--- src/rtl/sd_pkg.sv ---
// Shared definitions for the SD block-buffer arbiter: requester IDs,
// ownership state encodings and default buffer geometry.
package sd_pkg;

  localparam logic REQ_A = 1'b0;
  localparam logic REQ_B = 1'b1;

  localparam int SD_BUF_ADDR_W = 10;
  localparam int SD_BUF_DATA_W = 4;

  typedef enum logic [1:0] {
    IDLE   = 2'd0,
    LOCK_A = 2'd1,
    LOCK_B = 2'd2
  } arb_state_t;

endpackage

--- src/rtl/sd_lock_timer.sv ---
// Lock-duration counter. It counts the cycles spent locked, and 'expired' flags
// the cycle that would bring the count to LOCK_MAX.
module sd_lock_timer #(
  parameter int LOCK_MAX = 1024
) (
  input  logic iclk,
  input  logic irst,
  input  logic clr,
  input  logic en,
  output logic expired
);

  localparam int CNT_W = $clog2(LOCK_MAX + 1);
  localparam logic [CNT_W-1:0] LAST_CNT = CNT_W'(LOCK_MAX - 1);

  logic [CNT_W-1:0] cnt;

  always_ff @(posedge iclk or posedge irst) begin
    if (irst) begin
      cnt <= '0;
    end else if (clr) begin
      cnt <= '0;
    end else if (en) begin
      cnt <= cnt + 1'b1;
    end
  end

  assign expired = en && !clr && (cnt == LAST_CNT);

endmodule

--- src/rtl/sd_buf_arbiter.sv ---
// Round-robin arbiter with burst locking between the SD data-line engine (A)
// and the OTP engine (B) for the single-port buffer RAM. Build option
// SD_ARB_LOCK_TIMEOUT_EN adds a lock timeout that drives oerr.
//
// state  | meaning
// IDLE   | no lock held, round-robin between A and B
// LOCK_A | A owns the RAM, B is held off
// LOCK_B | B owns the RAM, A is held off
import sd_pkg::*;

module sd_buf_arbiter #(
  parameter int ADDR_W   = SD_BUF_ADDR_W,
  parameter int DATA_W   = SD_BUF_DATA_W,
  parameter int LOCK_MAX = 1024
) (
  input  logic              iclk,
  input  logic              irst,
  input  logic              ia_req,
  input  logic              ia_lock,
  input  logic              ia_we,
  input  logic [ADDR_W-1:0] ia_addr,
  input  logic [DATA_W-1:0] ia_wdata,
  input  logic              ib_req,
  input  logic              ib_lock,
  input  logic              ib_we,
  input  logic [ADDR_W-1:0] ib_addr,
  input  logic [DATA_W-1:0] ib_wdata,
  output logic              oa_gnt,
  output logic              ob_gnt,
  output logic              oa_rvalid,
  output logic              ob_rvalid,
  output logic [DATA_W-1:0] ordata,
  output logic              oram_en,
  output logic              oram_we,
  output logic [ADDR_W-1:0] oram_addr,
  output logic [DATA_W-1:0] oram_wdata,
  input  logic [DATA_W-1:0] iram_rdata,
  output logic              obusy,
  output logic              oerr
);

  arb_state_t state;
  logic       last;
  logic       a_gnt, b_gnt;
  logic       rd_pend1, rd_tag1;
  logic       rd_pend2, rd_tag2;
  logic       err;

`ifdef SD_ARB_LOCK_TIMEOUT_EN
  logic expired;

  sd_lock_timer #(.LOCK_MAX(LOCK_MAX)) u_lock_timer (
    .iclk    (iclk),
    .irst    (irst),
    .clr     (state == IDLE),
    .en      (state != IDLE),
    .expired (expired)
  );
`else
  // LOCK_MAX only matters when the timeout is built in.
  logic unused_lock_max;
  assign unused_lock_max = ^LOCK_MAX;
`endif

  always_comb begin
    a_gnt = 1'b0;
    b_gnt = 1'b0;
    case (state)
      LOCK_A: a_gnt = ia_req;
      LOCK_B: b_gnt = ib_req;
      default: begin
        if (ia_req && ib_req) begin
          a_gnt = (last == REQ_B);
          b_gnt = (last == REQ_A);
        end else begin
          a_gnt = ia_req;
          b_gnt = ib_req;
        end
      end
    endcase
`ifdef SD_ARB_LOCK_TIMEOUT_EN
    if (expired) begin
      a_gnt = 1'b0;
      b_gnt = 1'b0;
    end
`endif
    if (irst) begin
      a_gnt = 1'b0;
      b_gnt = 1'b0;
    end
  end

  always_ff @(posedge iclk or posedge irst) begin
    if (irst) begin
      state      <= IDLE;
      last       <= REQ_B;
      err        <= 1'b0;
      oram_en    <= 1'b0;
      oram_we    <= 1'b0;
      oram_addr  <= '0;
      oram_wdata <= '0;
      rd_pend1   <= 1'b0;
      rd_tag1    <= REQ_A;
      rd_pend2   <= 1'b0;
      rd_tag2    <= REQ_A;
    end else begin
      err <= 1'b0;
      if (a_gnt || b_gnt) begin
        last <= b_gnt ? REQ_B : REQ_A;
      end

      case (state)
        IDLE: begin
          if (a_gnt && ia_lock) begin
            state <= LOCK_A;
          end else if (b_gnt && ib_lock) begin
            state <= LOCK_B;
          end
        end
        LOCK_A:  if (!ia_lock) state <= IDLE;
        LOCK_B:  if (!ib_lock) state <= IDLE;
        default: state <= IDLE;
      endcase

`ifdef SD_ARB_LOCK_TIMEOUT_EN
      if (expired) begin
        state <= IDLE;
        err   <= 1'b1;
        last  <= (state == LOCK_B) ? REQ_B : REQ_A;
      end
`endif

      oram_en    <= a_gnt | b_gnt;
      oram_we    <= b_gnt ? ib_we : (a_gnt & ia_we);
      oram_addr  <= b_gnt ? ib_addr : ia_addr;
      oram_wdata <= b_gnt ? ib_wdata : ia_wdata;

      // Read tag travels with the access, then lines up with iram_rdata.
      rd_pend1 <= (a_gnt & ~ia_we) | (b_gnt & ~ib_we);
      rd_tag1  <= b_gnt ? REQ_B : REQ_A;
      rd_pend2 <= rd_pend1;
      rd_tag2  <= rd_tag1;
    end
  end

  assign oa_gnt    = a_gnt;
  assign ob_gnt    = b_gnt;
  assign oa_rvalid = rd_pend2 & (rd_tag2 == REQ_A);
  assign ob_rvalid = rd_pend2 & (rd_tag2 == REQ_B);
  assign ordata    = rd_pend2 ? iram_rdata : '0;
  assign obusy     = (state != IDLE);
  assign oerr      = err;

endmodule

--- config.mk ---
export PLATFORM = sky130hd
export DESIGN_NAME = sd_buf_arbiter
export DESIGN_NICKNAME = d
export VERILOG_FILES = /design/src/rtl/sd_pkg.sv /design/src/rtl/sd_lock_timer.sv /design/src/rtl/sd_buf_arbiter.sv
export SDC_FILE = /design/constraint.sdc
export NUM_CORES = 1
export LEC_CHECK = 0
export ABC_AREA = 1
export CAP_MARGIN = 20
export CORE_ASPECT_RATIO = 2
export CORE_MARGIN = 4
export CORE_UTILIZATION = 33
export DETAILED_ROUTE_END_ITERATION = 16
export GPL_ROUTABILITY_DRIVEN = 0
export HOLD_SLACK_MARGIN = 0.15
export PLACE_DENSITY = 0.76
export SLEW_MARGIN = 10
export SYNTH_ARGS = -nofsm -noshare
export SYNTH_HDL_FRONTEND = slang
export SYNTH_HIERARCHICAL = 1
export SYNTH_SLANG_ARGS = --single-unit
--- constraint.sdc ---
create_clock -name iclk -period 1.4 [get_ports iclk]
set_input_delay 0.28 -clock iclk [delete_from_list [all_inputs] [get_ports iclk]]
set_output_delay 0.28 -clock iclk [all_outputs]
set_load 0.02 [all_outputs]
==> run_summary.xml <==
<?xml version="1.0" encoding="UTF-8"?>
<metrics>
  <group name="grt">
    <metric name="grt_pass1_vias" unit="">1066</metric>
    <metric name="grt_first_pass_wirelength" unit="mm">4.595</metric>
    <metric name="grt_antenna_before_repair" unit="">0</metric>
    <metric name="groute.usage.overall" unit="%">15.36</metric>
    <metric name="grt-ovfl-total" unit="">0</metric>
    <metric name="largest_net_degree_at_the_start_of_global_routing" unit="">21</metric>
  </group>
  <group name="clocking">
    <metric name="tritoncts_num_sinks" unit="">23</metric>
    <metric name="max-clock-path-buffers" unit="">2</metric>
    <metric name="num_cts_buffers" unit="">3</metric>
    <metric name="cts_hold_buffers" unit="">0</metric>
    <metric name="tritoncts" unit="">yes</metric>
    <metric name="path_clk_slew" unit="ps">80</metric>
    <metric name="clock_insertion_delay_worst_skew" unit="ps">260</metric>
    <metric name="clock_tree.root_cell" unit="">clkbuf_8</metric>
    <metric name="h-tree-depth" unit="">1</metric>
  </group>
  <group name="routing">
    <metric name="drc" unit="">0</metric>
    <metric name="num_vias" unit="">1123</metric>
    <metric name="antenna_left" unit="">0</metric>
    <metric name="via_per_inst" unit="">4.510</metric>
    <metric name="detailedRoute.firstPassIterationCount" unit="">4</metric>
    <metric name="avgRoutedWirePerCell" unit="µm">12.59</metric>
    <metric name="wirelength" unit="mm">3.135</metric>
    <metric name="detailedRoute.firstIterationViolations" unit="">30</metric>
  </group>
  <group name="setup_path">
    <metric name="timing.rr.start" unit="">state[0]$_DFFE_PP0P_</metric>
    <metric name="worstSetupStartpointType" unit="">flip-flop</metric>
    <metric name="crit_buf_inv" unit="">4</metric>
    <metric name="critPathMaxStageDelay" unit="ps">390</metric>
    <metric name="worst-endpoint-required" unit="ps">1120</metric>
    <metric name="setup.worst_path.class" unit="">flip-flop to output port</metric>
    <metric name="worstRegToRegCells" unit="">10</metric>
    <metric name="critical-path-slowest-cell" unit="">dfrtp_1</metric>
    <metric name="regToRegEndpoint" unit="">state[0]$_DFFE_PP0P_</metric>
    <metric name="crit_path_max_fanout" unit="">3</metric>
    <metric name="worst_setup_path_end_kind" unit="">output port</metric>
    <metric name="reg2reg_setup_slack" unit="ps">-240</metric>
    <metric name="timing.critical_path.max_delay_family" unit="">flip-flops</metric>
    <metric name="timing.critical_path.cells" unit="">inv_2 &gt; ha_4 &gt; inv_4 &gt; nand4_1 &gt; nand2_4 &gt; inv_6 &gt; buf_6</metric>
    <metric name="crit_arrival" unit="ps">1480</metric>
  </group>
  <group name="floorplanning">
    <metric name="initial_utilization" unit="%">33.73</metric>
    <metric name="chipHeight" unit="µm">88.33</metric>
    <metric name="die_area" unit="µm²">4254</metric>
    <metric name="core_area" unit="µm²">3157</metric>
    <metric name="design.portCount" unit="">66</metric>
    <metric name="placement_rows" unit="">29</metric>
    <metric name="dieWidth" unit="µm">48.17</metric>
  </group>
  <group name="synthesis">
    <metric name="async_reset_ff_share" unit="%">100.0</metric>
    <metric name="synth.avg_cell_area" unit="µm²">8.254</metric>
    <metric name="synth.ff_latch_count" unit="">23</metric>
    <metric name="yosys_warnings" unit="">6</metric>
    <metric name="yosysSeqAreaShare" unit="%">54.17</metric>
    <metric name="synth.most_common_cell" unit="">nand2_1</metric>
    <metric name="synth-edff-count" unit="">0</metric>
    <metric name="synth_ff_type" unit="">dfrtp_1</metric>
    <metric name="syn_area" unit="µm²">1065</metric>
    <metric name="most_frequent_cells_after_synthesis" unit="">nand2_1, dfrtp_1, inv_1</metric>
    <metric name="synthesis.nets" unit="">172</metric>
    <metric name="synth_top_area_share" unit="%">51.70</metric>
    <metric name="netlist_top_cells_area" unit="">dfrtp_1, nand2_1, inv_1</metric>
    <metric name="syn-instance-count" unit="">129</metric>
    <metric name="synth.distinct_cells" unit="">18</metric>
    <metric name="synth.largest_area_cell" unit="">dfrtp_1</metric>
  </group>
  <group name="power_and_ir_drop">
    <metric name="power.combinational.fraction" unit="%">55.0</metric>
    <metric name="net-switching-power" unit="W">0.001055</metric>
    <metric name="seqPwrFrac" unit="%">30.9</metric>
    <metric name="power.clock.fraction" unit="%">14.1</metric>
    <metric name="power.ir.vdd_worst" unit="V">0.0008494</metric>
    <metric name="powerDensity" unit="nW/µm²">1422</metric>
    <metric name="p_leak" unit="nW">1.106</metric>
    <metric name="internal_power" unit="W">0.001830</metric>
    <metric name="switching_fraction" unit="%">36.58</metric>
  </group>
  <group name="sta">
    <metric name="timing_max_transition_violations_final" unit="">0</metric>
    <metric name="fmax" unit="GHz">0.5688</metric>
    <metric name="period_utilization_post_route" unit="%">125.6</metric>
    <metric name="finalWorstSetupSlack" unit="ps">-358.1</metric>
    <metric name="timing.clock.skew" unit="ps">3.079</metric>
    <metric name="timing.final.hold_violations" unit="">0</metric>
    <metric name="final_setup_violation_count" unit="">22</metric>
    <metric name="period_minus_slack" unit="ps">1758</metric>
    <metric name="rsz0062_at_grt" unit="">yes</metric>
    <metric name="worst_hold_slack" unit="ps">316.7</metric>
    <metric name="aggregate_negative_setup_slack" unit="ps">-3220</metric>
  </group>
  <group name="finish">
    <metric name="antennaDiodeCount" unit="">0</metric>
    <metric name="areaGrowthSynthToFinish" unit="%">90.60</metric>
    <metric name="drive_above_1_share" unit="%">27.06</metric>
    <metric name="final_core_util" unit="%">64.29</metric>
    <metric name="final_net_count" unit="">262</metric>
    <metric name="final_cell_count_no_fill" unit="">249</metric>
  </group>
  <group name="flow_run">
    <metric name="maxCapViolCount" unit="">0</metric>
  </group>
  <group name="placement">
    <metric name="placed_cells" unit="">232</metric>
    <metric name="port_buffers" unit="">64</metric>
    <metric name="detailed_place_hpwl" unit="mm">2.157</metric>
    <metric name="dpl_worst_slack" unit="ps">-617.3</metric>
  </group>
  <group name="outcome">
    <metric name="status" unit="">complete, but fails checks</metric>
    <metric name="violations" unit="">negative setup slack</metric>
  </group>
  <group name="hold_path">
    <metric name="hold_path_class" unit="">input port to asynchronous set/reset pin</metric>
  </group>
</metrics>
## how the worst max path moves through the flow
| stage | from | to | slack [ps] | cells after the start |
|---|---|---|---|---|
| 2_1_floorplan | state[1]$_DFFE_PP0P_ | ob_gnt | -110 | 8 |
| 3_3_place_gp | ia_req | oa_gnt | -610 | 6 |
| 3_5_place_dp | ia_req | oa_gnt | -620 | 6 |
| 4_1_cts | state[1]$_DFFE_PP0P_ | oa_gnt | -350 | 8 |
| 5_1_grt | state[1]$_DFFE_PP0P_ | oa_gnt | -430 | 8 |
| 6_report | state[0]$_DFFE_PP0P_ | ob_gnt | -360 | 7 |
## per-stage QoR
stage	total power, W	instance area (µm²)
2_1_floorplan	0.001612	1077
3_3_place_gp	0.002206	1804
3_5_place_dp	0.002228	1804
4_1_cts	0.002871	2042
5_1_grt	0.003070	2029
6_report	0.002885	2029
## cells in the final DEF (no fill, tap or decap), types with 2 or more instances in the layout
cell type	n
clkbuf_8	3
nand2_2	7
inv_1	12
dfrtp_1	22
clkinv_2	2
nand3_2	2
buf_6	4
buf_16	2
nand3_1	2
nand2_1	58
clkdlybuf4s50_1	39
nor2_1	5
inv_2	3
buf_4	17
nand4_1	2
buf_2	6
buf_12	2
dlygate4sd2_1	16
## worst reg2reg max path, stage by stage (launching register included)
cell and delay [ps]:
dfrtp_1 390, inv_2 90, ha_4 220, inv_4 60, nand4_1 150, buf_4 190, buf_4 120, buf_6 110
nand3_2 60, nand2_1 60, a21oi_1 120
## sequential cells by signal, summed over array words and instances (netlist names)
name	count
rd_tag1	1
rd_pend2	1
state	2
oram_en	1
oram_addr	10
rd_tag2	1
oram_wdata	4
rd_pend1	1
oram_we	1
last	1
## cells by family (layout without fill, tap and decap cells)
group | after synthesis | count (layout) | synth area share (%)
and+or+nand+nor | 79 | 79 | 30.67
DFF | 23 | 23 | 54.17
buffers and inverters | 21 | 110 | 10.22
adders and majority gates | 3 | 3 | 3.526
AOI/OAI and AO/OA | 2 | 2 | 1.058
other | 1 | 1 | 0.3522
## what timing repair did
| action | CTS | global route |
|---|---|---|
| gates resized for setup | 66 | 9 |
| endpoints found under the setup margin | 45 | 29 |
| pin swaps | 14 | 3 |
| setup buffers | 10 | 3 |
| cloned | 3 | 0 |
## power by group through the flow
stage | logic, W | registers [W] | clock network [W]
global route | 0.00173 | 0.000909 | 0.000433
detailed placement | 0.00132 | 0.000908 | 0
finish | 0.00159 | 0.000890 | 0.000408
CTS | 0.00157 | 0.000891 | 0.000412
floorplan | 0.000591 | 0.00102 | 0
global placement | 0.00130 | 0.000903 | 0
## per-layer routing
| metal | vias to the layer above | global-route usage, % | wire (µm) |
|---|---|---|---|
| met4 | 0 | 8.578 | 99 |
| met2 | 46 | 28.33 | 1823 |
| met3 | 8 | 2.648 | 252 |
| li1 | 555 | - | - |
| met1 | 514 | 14.30 | 959 |
| met5 | - | 0 | 0 |
## layout make-up
class                           count  area [µm²]
Clock buffer                        3       41.29
Clock inverter                      1       5.005
Fill cell                         259        1127
Inverter                           18       76.32
Multi-Input combinational cell     85       425.4
Sequential cell                    23       576.8
Tap cell                           31       38.79
Timing Repair Buffer               88       865.8
Power figures use the tool's default switching activity.
